--- config.mk ---
export PLATFORM = sky130hd
export DESIGN_NAME = tcm_arbiter
export DESIGN_NICKNAME = d
export VERILOG_FILES = /design/src/rtl/tcm_arbiter_pkg.sv /design/src/rtl/bus_req_slot.sv /design/src/rtl/tcm_arbiter.sv
export SDC_FILE = /design/constraint.sdc
export NUM_CORES = 1
export LEC_CHECK = 0
export CAP_MARGIN = 15
export CELL_PAD_IN_SITES_DETAIL_PLACEMENT = 0
export CELL_PAD_IN_SITES_GLOBAL_PLACEMENT = 1
export CORE_MARGIN = 5
export CORE_UTILIZATION = 42
export DETAILED_ROUTE_END_ITERATION = 8
export DONT_BUFFER_PORTS = 1
export PLACE_DENSITY_LB_ADDON = 0.2
export SYNTH_ARGS = -nofsm -noshare
export SYNTH_HDL_FRONTEND = slang
export SYNTH_HIERARCHICAL = 1
export SYNTH_SLANG_ARGS = --single-unit
--- constraint.sdc ---
create_clock -name clk -period 2.3 [get_ports clk]
set_input_delay 0.46 -clock clk [delete_from_list [all_inputs] [get_ports clk]]
set_output_delay 0.46 -clock clk [all_outputs]
set_load 0.01 [all_outputs]
--- src/rtl/tcm_arbiter_pkg.sv ---
// tcm_arbiter_pkg: bus geometry and request field bundle shared by the TCM arbiter
package tcm_arbiter_pkg;
    localparam int BUS_WIDTH      = 32;
    localparam int BUS_ACC_WIDTH  = 2;
    localparam int TCM_SIZE       = 65536;
    localparam int BUS_MASTER_CNT = 2;

    localparam logic [BUS_ACC_WIDTH-1:0] BUS_ACC_1B = 2'd0;
    localparam logic [BUS_ACC_WIDTH-1:0] BUS_ACC_2B = 2'd1;
    localparam logic [BUS_ACC_WIDTH-1:0] BUS_ACC_4B = 2'd2;

    typedef struct packed {
        logic                     w_rb;
        logic [BUS_ACC_WIDTH-1:0] acc;
        logic [BUS_WIDTH-1:0]     wdata;
    } bus_ctl_t;
endpackage

--- src/rtl/bus_req_slot.sv ---
// bus_req_slot: one-entry holding register for a request that lost arbitration
module bus_req_slot
    import tcm_arbiter_pkg::*;
#(
    parameter int ADDR_WIDTH = 16
) (
    input  logic                  clk,
    input  logic                  rstn,
    input  logic                  set_i,
    input  logic                  clr_i,
    input  logic [ADDR_WIDTH-1:0] addr_i,
    input  bus_ctl_t              ctl_i,
    output logic                  vld_o,
    output logic [ADDR_WIDTH-1:0] addr_o,
    output bus_ctl_t              ctl_o
);
    logic                  vld_q, vld_d;
    logic [ADDR_WIDTH-1:0] addr_q, addr_d;
    bus_ctl_t              ctl_q, ctl_d;

    always_comb begin
        vld_d  = set_i ? 1'b1 : clr_i ? 1'b0 : vld_q;
        addr_d = set_i ? addr_i : addr_q;
        ctl_d  = set_i ? ctl_i : ctl_q;
    end

    always_ff @(posedge clk or negedge rstn) begin
        if (!rstn) begin
            vld_q  <= 1'b0;
            addr_q <= '0;
            ctl_q  <= '0;
        end else begin
            vld_q  <= vld_d;
            addr_q <= addr_d;
            ctl_q  <= ctl_d;
        end
    end

    assign vld_o  = vld_q;
    assign addr_o = addr_q;
    assign ctl_o  = ctl_q;
endmodule

--- src/rtl/tcm_arbiter.sv ---
// tcm_arbiter: round-robin merge of fetch (m0) and data (m1) masters onto the TCM slave port
module tcm_arbiter
    import tcm_arbiter_pkg::*;
#(
    parameter int ADDR_WIDTH = $clog2(TCM_SIZE)
) (
    input  logic                     clk,
    input  logic                     rstn,
    input  logic [ADDR_WIDTH-1:0]    m0_addr,
    input  logic                     m0_w_rb,
    input  logic [BUS_ACC_WIDTH-1:0] m0_acc,
    input  logic [BUS_WIDTH-1:0]     m0_wdata,
    input  logic                     m0_req,
    output logic [BUS_WIDTH-1:0]     m0_rdata,
    output logic                     m0_resp,
    output logic                     m0_fault,
    input  logic [ADDR_WIDTH-1:0]    m1_addr,
    input  logic                     m1_w_rb,
    input  logic [BUS_ACC_WIDTH-1:0] m1_acc,
    input  logic [BUS_WIDTH-1:0]     m1_wdata,
    input  logic                     m1_req,
    output logic [BUS_WIDTH-1:0]     m1_rdata,
    output logic                     m1_resp,
    output logic                     m1_fault,
    output logic [ADDR_WIDTH-1:0]    s_addr,
    output logic                     s_w_rb,
    output logic [BUS_ACC_WIDTH-1:0] s_acc,
    output logic [BUS_WIDTH-1:0]     s_wdata,
    output logic                     s_req,
    input  logic [BUS_WIDTH-1:0]     s_rdata,
    input  logic                     s_resp,
    input  logic                     s_fault
);
    logic [BUS_MASTER_CNT-1:0] req, pnd, inflight, live, cand, gnt;
    logic [ADDR_WIDTH-1:0]     addr_in [BUS_MASTER_CNT];
    logic [ADDR_WIDTH-1:0]     addr_pnd[BUS_MASTER_CNT];
    logic [ADDR_WIDTH-1:0]     addr_sel[BUS_MASTER_CNT];
    bus_ctl_t                  ctl_in  [BUS_MASTER_CNT];
    bus_ctl_t                  ctl_pnd [BUS_MASTER_CNT];
    bus_ctl_t                  ctl_sel [BUS_MASTER_CNT];
    logic                      busy_q, busy_d, owner_q, owner_d, lg_q, lg_d;
    logic                      gnt1, issue_ok, accept;

    assign req        = {m1_req, m0_req};
    assign addr_in[0] = m0_addr;
    assign addr_in[1] = m1_addr;
    assign ctl_in[0]  = {m0_w_rb, m0_acc, m0_wdata};
    assign ctl_in[1]  = {m1_w_rb, m1_acc, m1_wdata};

    for (genvar i = 0; i < BUS_MASTER_CNT; i++) begin : g_m
        // a master may re-request in the very cycle its response returns
        assign inflight[i] = busy_q & ~s_resp & (owner_q == 1'(i));
        assign live[i]     = req[i] & ~pnd[i] & ~inflight[i];
        assign cand[i]     = pnd[i] | live[i];
        assign addr_sel[i] = pnd[i] ? addr_pnd[i] : addr_in[i];
        assign ctl_sel[i]  = pnd[i] ? ctl_pnd[i] : ctl_in[i];

        bus_req_slot #(.ADDR_WIDTH(ADDR_WIDTH)) u_slot (
            .clk    (clk),
            .rstn   (rstn),
            .set_i  (live[i] & ~(s_req & gnt[i])),
            .clr_i  (s_req & gnt[i]),
            .addr_i (addr_in[i]),
            .ctl_i  (ctl_in[i]),
            .vld_o  (pnd[i]),
            .addr_o (addr_pnd[i]),
            .ctl_o  (ctl_pnd[i])
        );

        assert property (@(posedge clk) disable iff (!rstn) !(req[i] && (pnd[i] || inflight[i])))
            else $error("m%0d_req protocol violation dropped", i);
    end

    assign gnt1     = cand[1] & (~cand[0] | ~lg_q);
    assign gnt      = {gnt1, cand[0] & ~gnt1};
    assign issue_ok = ~busy_q | s_resp;
    assign s_req    = rstn & issue_ok & (|cand);
    assign accept   = s_req & ~s_fault;
    assign s_addr   = addr_sel[gnt1];
    assign {s_w_rb, s_acc, s_wdata} = ctl_sel[gnt1];

    always_comb begin
        busy_d  = accept | (busy_q & ~s_resp);
        owner_d = accept ? gnt1 : owner_q;
        lg_d    = s_req ? gnt1 : lg_q;
    end

    always_ff @(posedge clk or negedge rstn) begin
        if (!rstn) begin
            busy_q  <= 1'b0;
            owner_q <= 1'b0;
            lg_q    <= 1'b1;
        end else begin
            busy_q  <= busy_d;
            owner_q <= owner_d;
            lg_q    <= lg_d;
        end
    end

    // owner is the registered one, so a same-cycle new issue does not steal the response
    assign m0_resp  = rstn & s_resp & busy_q & ~owner_q;
    assign m1_resp  = rstn & s_resp & busy_q & owner_q;
    assign m0_fault = s_req & gnt[0] & s_fault;
    assign m1_fault = s_req & gnt[1] & s_fault;
    assign m0_rdata = s_rdata;
    assign m1_rdata = s_rdata;
endmodule

==> out/metrics.yaml <==
worst_setup_path:
  endpoint_kind: "primary output"
  path_class: "register to primary output"
  reg2reg_setup_slack_ns: 0.14
  slowest_delay_ns: 0.51
  cp_data_required_time_ns: 1.84
  path_buf_inv: 2
  reg2reg_depth: 8
  arrival_ns: 1.98
  slowest_stage: "dfrtp_4"
  r2r-start: "owner_q$_DFFE_PN0P_"
  startpoint_type: "register"
  critical-path-top-delay-family: "flip-flops"
  reg2reg_to: "g_m[0].u_slot/addr_o[14]$_DFFE_PN0P_"
  crit_path_max_fanout: 14
  crit_chain: "nor4b_4, nor2_4, nor2_8, buf_12, mux2i_2, buf_4"
global_routing:
  grt_pass1_wl_um: 22900
  overflow: 0
  grt_pass1_vias: 3998
  antenna_found_initial: 0
  grt_max_degree: 114
  track_usage_pct: 16.0
floorplanning:
  top_level_ports: 260
  core_area_mm2: 0.0159
  dieArea_mm2: 0.0189
  die_x_um: 137
  rows: 46
  initial_core_util_pct: 42.9
  dieHeight_um: 137
synthesis:
  synth_cell_types: 33
  syn_inst: 492
  synth_top_cell_by_area: "dfrtp_1"
  synth_warnings: 6
  syn-num-nets: 632
  synth_top_flop_cell: "dfrtp_1"
  seq_area_frac_synth_pct: 39.3
  synth-seq-cells: 107
  synth_area_mm2: 0.00682
  ys_top_cells_by_area: "dfrtp_1 39%, mux2i_1 22%, mux2_4 22%"
  synth_top_area_share_pct: 38.9
  synth.avg_cell_area_um2: 13.9
  synth_edf_count: 0
  async_flop_share_pct: 100
layout:
  finalNetCount: 577
  stdcell_area_mm2: 0.00740
  area_growth_pct: 8.57
  diodes: 0
  utilization_pct: 46.6
  drive_gt1_share_pct: 45.5
sta:
  finalSetupViolations: 51
  period_needed_ns: 2.44
  maxSlewViolCount: 0
  finalHoldViolCount: 107
  max_slew.worst_pin.slew_ns: 0.459
  relSlewSlack_pct: 69.4
  worst_slack_ns: -0.135
  hold_slack_ns: -0.201
  grt_setup_unrepaired: "yes"
  fmax_mhz: 411
  skew_ns: 0.0101
  finalCritPeriodShare_pct: 106
  finalSetupTns_ns: -4.73
power_and_ir_drop:
  peakVddDrop_mv: 0.707
  p_leak_nw: 3.30
  power_density_mw_per_mm2: 1640
  p_total_mw: 12.2
clock_network:
  clockBufferDepth: 2
  htreeDepth: 3
  cts_tree: "yes"
  cts.sinks: 107
  insertion_delay_ns: 0.35
  path_clk_slew_ns: 0.08
  cts_made_buffers: 9
  root_buffer: "clkbuf_16"
drt:
  routed-via-count: 3549
  drt-total-wl_um: 15100
  drt_iter0_drc: 113
  ant_nets: 0
  wl_per_cell_um: 23.0
  viasPerCell: 5.39
  drc_errors: 0
  dr.pass1.iters: 4
placed_design:
  gp_congestion: 0.720
  io_buffers: 0
  hpwl_um: 9980
  place_area_mm2: 0.00647
run:
  maxCapViolCount: 0
outcome:
  violations: "hold timing, setup timing"
  status: "finished with violations"
hold_path:
  hold_class: "primary input to asynchronous set/reset pin"
[kinds of logic after synthesis]
| kind of cell | synth area share, % |
|---|---|
| AO/OA/AOI/OAI | 1.41 |
| AND/OR/NAND/NOR | 2.02 |
| buffers and inverters | 12.6 |
| flip-flops | 39.3 |
| multiplexers | 44.7 |
[how the worst max path moves through the flow]
stage                                    start           to  slack [ns]  depth (start not counted)
5_1_grt        g_m[0].u_slot/vld_o$_DFFE_PN0P_    s_addr[4]       -0.19                          6
4_1_cts        g_m[0].u_slot/vld_o$_DFFE_PN0P_  s_wdata[16]       -0.18                          6
3_5_place_dp               owner_q$_DFFE_PN0P_    s_addr[3]        0.14                          5
3_3_place_gp               owner_q$_DFFE_PN0P_    s_addr[7]        0.15                          5
2_1_floorplan  g_m[0].u_slot/vld_o$_DFFE_PN0P_     s_acc[0]        0.32                          6
6_report       g_m[0].u_slot/vld_o$_DFFE_PN0P_   s_addr[14]       -0.14                          6
[power by group]
| part | total [mW] | internal, mW | switching (mW) |
|---|---|---|---|
| Clock | 1.48 | 0.740 | 0.742 |
| Combinational | 7.25 | 4.01 | 3.24 |
| Sequential | 3.43 | 2.87 | 0.561 |
[Yosys cell counts, drive strengths merged, types with 2 or more instances]
cell,count
buf,93
mux2,102
o21ai,3
nor2,8
mux2i,153
nand2,4
a21oi,2
nand3b,2
a21o,2
inv,5
dfrtp,106
[layer usage]
layer	wire length, µm	vias up	track usage [%]
met2	7320	134	25.0
met1	6170	1818	20.0
li1	-	1582	-
met5	0	-	0
met4	182	0	5.38
met3	1470	15	6.65
[layout by cell type (no fill, tap or decap), types with 3 or more instances in the layout]
| cell | n |
|---|---|
| buf_4 | 13 |
| inv_1 | 5 |
| mux2i_1 | 110 |
| mux2i_2 | 9 |
| buf_16 | 3 |
| buf_6 | 3 |
| nor2_1 | 6 |
| mux2_4 | 98 |
| dfrtp_1 | 103 |
| buf_12 | 7 |
| mux2i_4 | 34 |
| clkbuf_16 | 9 |
| clkinvlp_4 | 3 |
| mux2_2 | 4 |
| nand2_1 | 4 |
[per-stage QoR]
step | setup WS (ns) | instances
after floorplan | 0.317 | 492
after global placement | 0.155 | 632
after detailed placement | 0.138 | 632
after CTS | -0.176 | 655
after global routing | -0.193 | 658
final | -0.135 | 658
[state kept, by name (all words and copies together) (netlist names)]
| signal | flops |
|---|---|
| lg_q | 1 |
| g_m.u_slot/ctl_o | 70 |
| owner_q | 1 |
| g_m.u_slot/addr_o | 32 |
| busy_q | 1 |
| g_m.u_slot/vld_o | 2 |
[cell type report]
type / instances / area (µm²)
clock buffers: 9 / 225
clock inverters: 7 / 50.0
inverters: 5 / 18.8
flip-flops and latches: 107 / 2690
well taps: 216 / 270
fillers: 1423 / 8480
repair buffers: 27 / 369
multi-input cells: 287 / 3780
[repair_timing]
item                                    CTS  global route
endpoints found under the setup margin   52            53
pin swaps                                 2             2
setup buffers                             4             3
cloned                                    3             0
hold endpoints to repair                107           107
gates resized for setup                  64            28
No activity file was read; power rests on OpenSTA's default activity.
